<file path="src/rtl/store_merge_unit.sv">
// -----------------------------------------------------------------------------
// store_merge_unit
//
// Executes sw/sh/sb stores against a data memory that only accepts full-word
// writes. sw is written straight through; sb/sh read the aligned word, merge
// the new byte/halfword into the addressed lane and write the word back.
// The core stalls on req_ready=0; there is no request queuing.
//
// Build option:
//   STORE_ALIGN_CHECK_EN  when defined, a misaligned sh (addr[0]=1) or sw
//                         (addr[1:0]!=0) is dropped and reported on align_err.
//                         When undefined, align_err is tied low and unused
//                         low address bits are ignored.
//
// Parameters:
//   MEM_RD_LAT  cycles from mem_rd_en to valid mem_rdata (legal 1..7)
//
// Ports:
//   clk, reset       clock, synchronous active-high reset
//   req_valid        store request from the MEM stage
//   req_ready        unit idle; request accepted this cycle if req_valid
//   addr             byte address of the store
//   wdata            store data (sb uses [7:0], sh uses [15:0])
//   store_type_sel   01=sb, 10=sh, 00/11=sw
//   done             one-cycle pulse: store committed
//   align_err        one-cycle pulse: misaligned store dropped
//   mem_addr         aligned word address, 0 when no access is in flight
//   mem_rd_en        memory read strobe
//   mem_rdata        memory read data
//   mem_wr_en        memory word write strobe
//   mem_wdata        merged write word, 0 outside the write cycle
// -----------------------------------------------------------------------------
module store_merge_unit #(
    parameter int unsigned MEM_RD_LAT = 1
) (
    input  logic        clk,
    input  logic        reset,
    input  logic        req_valid,
    output logic        req_ready,
    input  logic [31:0] addr,
    input  logic [31:0] wdata,
    input  logic [1:0]  store_type_sel,
    output logic        done,
    output logic        align_err,
    output logic [31:0] mem_addr,
    output logic        mem_rd_en,
    input  logic [31:0] mem_rdata,
    output logic        mem_wr_en,
    output logic [31:0] mem_wdata
);

    typedef enum logic [2:0] {
        S_IDLE,
        S_READ,
        S_WAIT,
        S_WRITE,
        S_ERR
    } state_t;

    localparam logic [1:0] TYPE_SB = 2'b01;
    localparam logic [1:0] TYPE_SH = 2'b10;
    localparam logic [2:0] RD_LAT  = 3'(MEM_RD_LAT);

    state_t      state_q, state_d;
    logic [31:0] addr_q,  addr_d;
    logic [31:0] wdata_q, wdata_d;
    logic [31:0] rdata_q, rdata_d;
    logic [1:0]  type_q,  type_d;
    logic [2:0]  cnt_q,   cnt_d;

    logic accept;
    logic is_rmw;
    logic misaligned;

    // Lane merge: new data replaces the addressed byte/halfword, the rest of
    // the word comes from the value read back from memory.
    function automatic logic [31:0] merge_word(
        input logic [1:0]  store_type,
        input logic [1:0]  lane,
        input logic [31:0] new_data,
        input logic [31:0] old_word
    );
        logic [31:0] w;
        w = old_word;
        case (store_type)
            TYPE_SB: begin
                case (lane)
                    2'd0:    w[7:0]   = new_data[7:0];
                    2'd1:    w[15:8]  = new_data[7:0];
                    2'd2:    w[23:16] = new_data[7:0];
                    default: w[31:24] = new_data[7:0];
                endcase
            end
            TYPE_SH: begin
                if (lane[1]) w[31:16] = new_data[15:0];
                else         w[15:0]  = new_data[15:0];
            end
            default: w = new_data;
        endcase
        return w;
    endfunction

    assign accept = req_valid && (state_q == S_IDLE);
    assign is_rmw = (store_type_sel == TYPE_SB) || (store_type_sel == TYPE_SH);

`ifdef STORE_ALIGN_CHECK_EN
    always_comb begin
        misaligned = 1'b0;
        if (store_type_sel == TYPE_SH)
            misaligned = addr[0];
        else if (store_type_sel != TYPE_SB)
            misaligned = (addr[1:0] != 2'b00);
    end
`else
    assign misaligned = 1'b0;
`endif

    // Next-state and register update logic.
    always_comb begin
        state_d = state_q;
        addr_d  = addr_q;
        wdata_d = wdata_q;
        rdata_d = rdata_q;
        type_d  = type_q;
        cnt_d   = cnt_q;

        case (state_q)
            S_IDLE: begin
                if (accept) begin
                    addr_d  = addr;
                    wdata_d = wdata;
                    type_d  = store_type_sel;
                    rdata_d = '0;
                    if (misaligned)  state_d = S_ERR;
                    else if (is_rmw) state_d = S_READ;
                    else             state_d = S_WRITE;
                end
            end
            S_READ: begin
                cnt_d   = '0;
                state_d = S_WAIT;
            end
            S_WAIT: begin
                // Counter lands on RD_LAT in cycle T+MEM_RD_LAT, which is
                // exactly when the read data is valid.
                cnt_d = cnt_q + 3'd1;
                if (cnt_d == RD_LAT) begin
                    rdata_d = mem_rdata;
                    state_d = S_WRITE;
                end
            end
            S_WRITE: state_d = S_IDLE;
            S_ERR:   state_d = S_IDLE;
            default: state_d = S_IDLE;
        endcase
    end

    always_ff @(posedge clk) begin
        if (reset) begin
            state_q <= S_IDLE;
            addr_q  <= '0;
            wdata_q <= '0;
            rdata_q <= '0;
            type_q  <= '0;
            cnt_q   <= '0;
        end else begin
            state_q <= state_d;
            addr_q  <= addr_d;
            wdata_q <= wdata_d;
            rdata_q <= rdata_d;
            type_q  <= type_d;
            cnt_q   <= cnt_d;
        end
    end

    // Outputs depend only on the state and latched registers, so nothing on
    // req_* reaches mem_* within the same cycle.
    always_comb begin
        req_ready = 1'b0;
        done      = 1'b0;
        mem_rd_en = 1'b0;
        mem_wr_en = 1'b0;
        mem_addr  = '0;
        mem_wdata = '0;
        case (state_q)
            S_IDLE: req_ready = 1'b1;
            S_READ: begin
                mem_rd_en = 1'b1;
                mem_addr  = {addr_q[31:2], 2'b00};
            end
            S_WAIT: mem_addr = {addr_q[31:2], 2'b00};
            S_WRITE: begin
                mem_wr_en = 1'b1;
                done      = 1'b1;
                mem_addr  = {addr_q[31:2], 2'b00};
                mem_wdata = merge_word(type_q, addr_q[1:0], wdata_q, rdata_q);
            end
            default: ;
        endcase
    end

`ifdef STORE_ALIGN_CHECK_EN
    assign align_err = (state_q == S_ERR);
`else
    assign align_err = 1'b0;
`endif

endmodule

</file>
<file path="config.mk">
export PLATFORM = sky130hd
export DESIGN_NAME = store_merge_unit
export DESIGN_NICKNAME = d
export VERILOG_FILES = /design/src/rtl/store_merge_unit.sv
export SDC_FILE = /design/constraint.sdc
export NUM_CORES = 1
export LEC_CHECK = 0
export BUFFER_PORTS_ARGS = -buffer_cell sky130_fd_sc_hd__buf_2
export CAP_MARGIN = 25
export CORE_AREA = 2 2 106 108
export CTS_CLUSTER_SIZE = 8
export DETAILED_ROUTE_END_ITERATION = 6
export DIE_AREA = 0 0 108 110
export PLACE_DENSITY = 0.75
export SLEW_MARGIN = 25
export SYNTH_ARGS = -nofsm -noshare
export SYNTH_HDL_FRONTEND = slang
export SYNTH_SLANG_ARGS = --single-unit
</file>
<file path="constraint.sdc">
create_clock -name clk -period 1.9 [get_ports clk]
set_clock_uncertainty 0.05 [all_clocks]
set_input_delay 0.095 -clock clk [delete_from_list [all_inputs] [get_ports clk]]
set_output_delay 0.095 -clock clk [all_outputs]
set_load 0.01 [all_outputs]
</file>
# ---- After elaboration in Yosys (flattened, before gate mapping)
# Cells that the tools add are included.
dict set report classes {
  addsub 1
  mul 0
  div 0
  order_cmp 0
  eq_ne 12
  shifts 0
  muxes 20
  bitwise 0
  n_reduce_logical 11
}
# operator n
set op_table {}
lappend op_table {{$mux W32} 4}
lappend op_table {{$pmux W32 S2} 2}
lappend op_table {{$mux W16} 2}
lappend op_table {{$mux W8} 4}
lappend op_table {{$pmux W3 S3} 1}
lappend op_table {{$eq A2 B1 Y1 const B} 3}
lappend op_table {{$eq A2 B2 Y1 const B} 3}
lappend op_table {{$eq A3 B1 Y1 const B} 2}
lappend op_table {{$eq A3 B2 Y1 const B} 2}
lappend op_table {{$mux W3} 2}
lappend op_table {{$pmux W3 S2} 1}
lappend op_table {{$reduce_or A3 Y1} 2}
lappend op_table {{$ne A2 B2 Y1 const B} 2}
lappend op_table {{$reduce_and A2 Y1} 2}
lappend op_table {{$reduce_bool A2 Y1} 2}
lappend op_table {{$add A3 B1 Y3 const B} 1}
lappend op_table {{$logic_not A3 Y1} 1}
lappend op_table {{$mux W1} 3}
lappend op_table {{$reduce_and A3 Y1} 1}
lappend op_table {{$logic_not A2 Y1} 1}
lappend op_table {{$mux W2} 1}
lappend op_table {{$logic_and A1 B1 Y1} 1}
lappend op_table {{$logic_or A1 B1 Y1} 1}
dict set report totals {
  regBits 104
  latch_bits 0
  mem_bits_rw 0
  rom_bits 0
  inputBits 101
  output_inout_bits 69
  elab_cells 50
  mem_count 0
}

# ---- Longest topological paths before layout
dict set report depth {
  ltp_word 5
  ltp_mapped 9
  depth_no_buf 6
}

# ---- Worst setup path before layout
# No wires, ideal clock.
dict set report synth_timing {
  path_type {reg2reg}
  startpoint {register state_q[0]}
  endpoint {register rdata_q[11]}
  t_arrival_ns 1.616
  required_ns 1.718
  setup_slack_ns 0.102
  path_stages_with_launch 10
  n_path_buf 3
  synth_period_minus_slack_ns 1.798
  path_cell_list {dfxtp_1 inv_1 ha_1 buf_2 nand2b_1 clkbuf_1 o21ai_1 clkbuf_1 o21ai_1 a21oi_1}
}
dict set report synth_between {
  elab_chain_len 4
  word_cells_on_any_way 8
}
# element line
set synth_lines {}
lappend synth_lines {{start, declared} 64} ;# state_t state_q, state_d;
lappend synth_lines {{start signal, assigned} 167} ;# state_q <= state_d;
lappend synth_lines {{$logic_not A3 Y1} {103, 127}}
lappend synth_lines {{$logic_and A1 B1 Y1} 103} ;# assign accept = req_valid && (state_q == S_IDLE);
lappend synth_lines {{$ne A2 B2 Y1 (no line)} --}
lappend synth_lines {{$reduce_and A3 Y1 (no line)} --}
lappend synth_lines {{end signal, assigned} 170} ;# rdata_q <= rdata_d;
lappend synth_lines {{end, declared} 67} ;# logic [31:0] rdata_q, rdata_d;
# Parallel ways exist; a longest one is shown, timed or not.
# A chain may end at the register's enable or synchronous reset.

# ---- Final worst setup path
dict set report layout_timing {
  startpoint {register type_q[1]}
  endpoint {output mem_wdata[18]}
}
dict set report layout_between {
  elab_chain_len 3
  word_cells_on_any_way 4
}
# element line
set layout_lines {}
lappend layout_lines {{start, declared} 68} ;# logic [1:0] type_q, type_d;
lappend layout_lines {{start signal, assigned} 171} ;# type_q <= type_d;
lappend layout_lines {{$eq A2 B2 Y1 or $eq A2 B1 Y1 (tied branches)} 85} ;# case (store_type)
lappend layout_lines {{$pmux W32 S2 (*)} 85}
lappend layout_lines {{$mux W32 (*)} 185} ;# case (state_q)
lappend layout_lines {{end, declared} 49} ;# output logic [31:0] mem_wdata
# Mark *: on every way between the ends. The rest lies on a longest branch, timed or not.

==> flow_metrics.py <==
metrics = {
    "cts": {
        "cts_tree": "built",
        "cts.htree.levels": 3,
        "clock_latency_ns": 0.38,
        "cts_root_buffer": "clkbuf_8",
        "clk_pin_slew_ns": 0.11,
        "cts_buffers": 9,
        "clk_path_buf_depth": 2,
        "clock-sinks": 103,
    },
    "layout": {
        "multi_input_area_um2": 2840,
        "fillers": 812,
        "fin_nets": 1018,
        "areaGrowthSynthToFinish_pct": 50.5,
        "antenna_cells": 0,
        "layout-drive-gt1-share_pct": 29.2,
        "regArea_um2": 2070,
    },
    "sta": {
        "finalHoldViolations": 0,
        "min_period_ns": 2.06,
        "rsz0062_at_grt": "true",
        "fmax_ghz": 0.485,
        "tns_ns": -1.86,
        "min_period_over_period_pct": 109,
        "setup_ws_ns": -0.162,
        "slew_viol_final": 0,
        "setup_viol": 27,
        "timing.hold.ws_ns": 0.0956,
    },
    "min_path": {
        "hp-class": "input port to register",
        "min_path_cells": 2,
        "hold_end": "addr_q[4]",
        "hold_start": "reset",
    },
    "run_status": {
        "violations": "negative setup slack",
        "outcome": "finished, violations left",
    },
    "synth": {
        "syn_inst": 659,
        "synth_cell_types": 31,
        "ys_ff_latch": 103,
        "ys_seq_area_share_pct": 41.5,
        "avgSynthCellArea_um2": 7.53,
        "synth_area_leaders": "dfxtp_1, nand2_1, a21oi_1",
        "yosys_warnings": 0,
        "synthesis.area_um2": 4960,
        "synth_ff_type": "dfxtp_1",
        "synth_top_area_share_pct": 41.5,
        "synthArstFlopShare_pct": 0,
        "post-synth-top-count-cell": "nand2_1",
        "synth_edf_count": 0,
        "synthTopCellsByCount": "nand2_1, a21oi_1, dfxtp_1",
        "synth_top_area_cell": "dfxtp_1",
    },
    "power_and_ir_drop": {
        "pwr_density_cell_nw_per_um2": 992,
        "p_leak_nw": 3.05,
        "vdd_drop_max_v": 0.000819,
    },
    "grt": {
        "antenna_found_initial": 0,
        "grt-ovfl-total": 0,
        "use_met1_pct": 35.5,
        "busiest_layer": "met2",
        "grt_max_degree": 43,
        "grt_pass1_vias": 5695,
        "grt_pass1_wl_um": 27400,
        "grt.total_usage_pct": 29.5,
        "grt_util_met2_pct": 51.5,
        "use_met3_pct": 6.64,
    },
    "setup_path": {
        "end_kind": "output pin",
        "cp.arrival_ns": 1.92,
        "critPathMaxStageDelay_ns": 0.38,
        "r2r_cells": 5,
        "reg2reg_to": "state_q[0]",
        "path_cells": "inv_2, ha_4, nor2b_4, o21a_4, a221oi_4, nor2_2, buf_2",
        "start_kind": "register",
        "cp_num_cells": 7,
        "path_max_fanout": 8,
        "r2r_slack_ns": 0.13,
        "worst-endpoint-required_ns": 1.75,
        "worst-path-buf-inv": 2,
        "crit_family": "compound AO/OA/AOI/OAI gates",
        "critPathKind": "register to output pin",
        "crit_path_top_delay_cell": "dfxtp_4",
        "reg2reg_from": "state_q[0]",
    },
    "flow_run": {
        "drv_cap": 0,
    },
    "detailed_routing": {
        "routed_wirelength_um": 18000,
        "vias": 5750,
        "dr.first_iter.drc_count": 413,
        "drc": 0,
        "antenna_left": 0,
        "firstDrtPassIters": 5,
        "wl_per_cell_um": 17.1,
        "via_per_inst": 5.46,
    },
    "die": {
        "coreArea_um2": 10700,
        "die_w_um": 108,
        "dieArea_um2": 11900,
        "rows": 38,
        "ioPinCount": 170,
        "die_h_um": 110,
        "initial_core_util_pct": 46.4,
    },
    "place": {
        "gp_congestion": 0.934,
        "dp_hpwl_um": 11300,
        "io_buffers": 166,
    },
}
[placed cells by master, fill, tap and decap left out, types with 2 or more instances in the layout]
master	netlist	final
dfxtp_1	103	98
or4_1	2	2
inv_4	0	2
dlygate4sd3_1	0	98
nor2b_1	32	31
buf_6	0	4
clkinv_4	0	2
a21boi_2	0	2
o21ai_0	16	5
buf_2	6	166
a21oi_1	113	106
mux2i_1	16	16
nor2_1	12	11
nand2_2	0	2
nand3_1	3	3
a21boi_1	9	7
o21ai_2	0	4
o21ai_1	55	62
a221oi_2	0	7
a22oi_2	0	8
dfxtp_2	0	4
nand2_1	152	150
ha_4	0	3
nand2b_1	4	4
conb_1	1	3
clkbuf_8	0	9
a21oi_2	1	8
ha_1	9	4
ha_2	0	2
inv_2	3	3
nand4_1	32	32
o22a_1	8	8
inv_6	0	3
buf_4	7	20
inv_1	7	4
buf_12	0	5
[power breakdown]
| group | internal [W] | total (W) | switching, W |
|---|---|---|---|
| logic | 0.00125 | 0.00311 | 0.00186 |
| registers | 0.00251 | 0.00282 | 0.000312 |
| clock network | 0.000638 | 0.00148 | 0.000840 |
| total | 0.00440 | 0.00741 | 0.00301 |
[through the flow]
| step | std cells | setup slack (ns) | cell area [um2] | utilization [%] | total power, W |
|---|---|---|---|---|---|
| after floorplan | 661 | 0.102 | 4970 | - | 0.00447 |
| after global placement | 937 | 0.158 | 6010 | 56.1 | 0.00537 |
| after detailed placement | 937 | 0.0833 | 6010 | 56.1 | 0.00548 |
| after CTS | 1051 | -0.108 | 7320 | 68.5 | 0.00721 |
| after global routing | 1053 | -0.235 | 7470 | 69.8 | 0.00780 |
| final | 1053 | -0.162 | 7470 | 69.8 | 0.00741 |
[cells by family (layout without fill, tap and decap cells)]
group,after synthesis,after routing,synth area share [%]
XOR/XNOR,2,2,0.504
adder cells (fa/ha/maj),9,9,2.27
other,1,3,0.0756
AO/OA/AOI/OAI,220,220,24.5
AND/OR/NAND/NOR,240,240,22.1
buffers and inverters,68,320,5.82
multiplexers,16,16,3.23
flip-flops,103,103,41.5
[layout make-up]
type	instances	share of cell area (%)
multi-input cells	490	38.0
repair buffers	294	28.5
flip-flops and latches	103	27.7
well taps	140	2.35
clock buffers	9	1.66
clock inverters	7	1.14
inverters	10	0.620
[what timing repair did]
item | 4_1_cts | 5_1_grt
hold buffers | 98 | 0
pin swaps | 19 | 16
resized for setup | 36 | 33
buffers inserted | 0 | 1
gates cloned | 0 | 1
hold endpoints to repair | 98 | 0
setup endpoints to repair | 56 | 156
[how the worst max path moves through the flow]
stage | start | endpoint | slack [ns]
after detailed placement | state_q[0] | state_q[0] | 0.08
after global placement | type_q[0] | mem_wdata[20] | 0.16
after global routing | type_q[1] | mem_wdata[18] | -0.23
final | type_q[1] | mem_wdata[18] | -0.16
after floorplan | state_q[0] | rdata_q[11] | 0.10
after CTS | type_q[1] | mem_wdata[18] | -0.11
[state kept, by name (all words and copies together), names as in the netlist]
| register | count |
|---|---|
| cnt_q | 3 |
| type_q | 2 |
| rdata_q | 32 |
| wdata_q | 32 |
| addr_q | 32 |
| state_q | 2 |
[worst register-to-register path, cell delays in order, from the launching register on]
cell,delay [ns]
dfxtp_2,0.41
inv_1,0.10
ha_2,0.26
nor2b_1,0.19
or4_1,0.53
a21oi_1,0.17
[layer usage]
layer | wire [um] | share of wire [%]
met5 | 0 | 0
met4 | 444 | 2.5
met2 | 8830 | 49
met1 | 7340 | 41
met3 | 1370 | 7.6
Power figures use the tool's default switching activity.
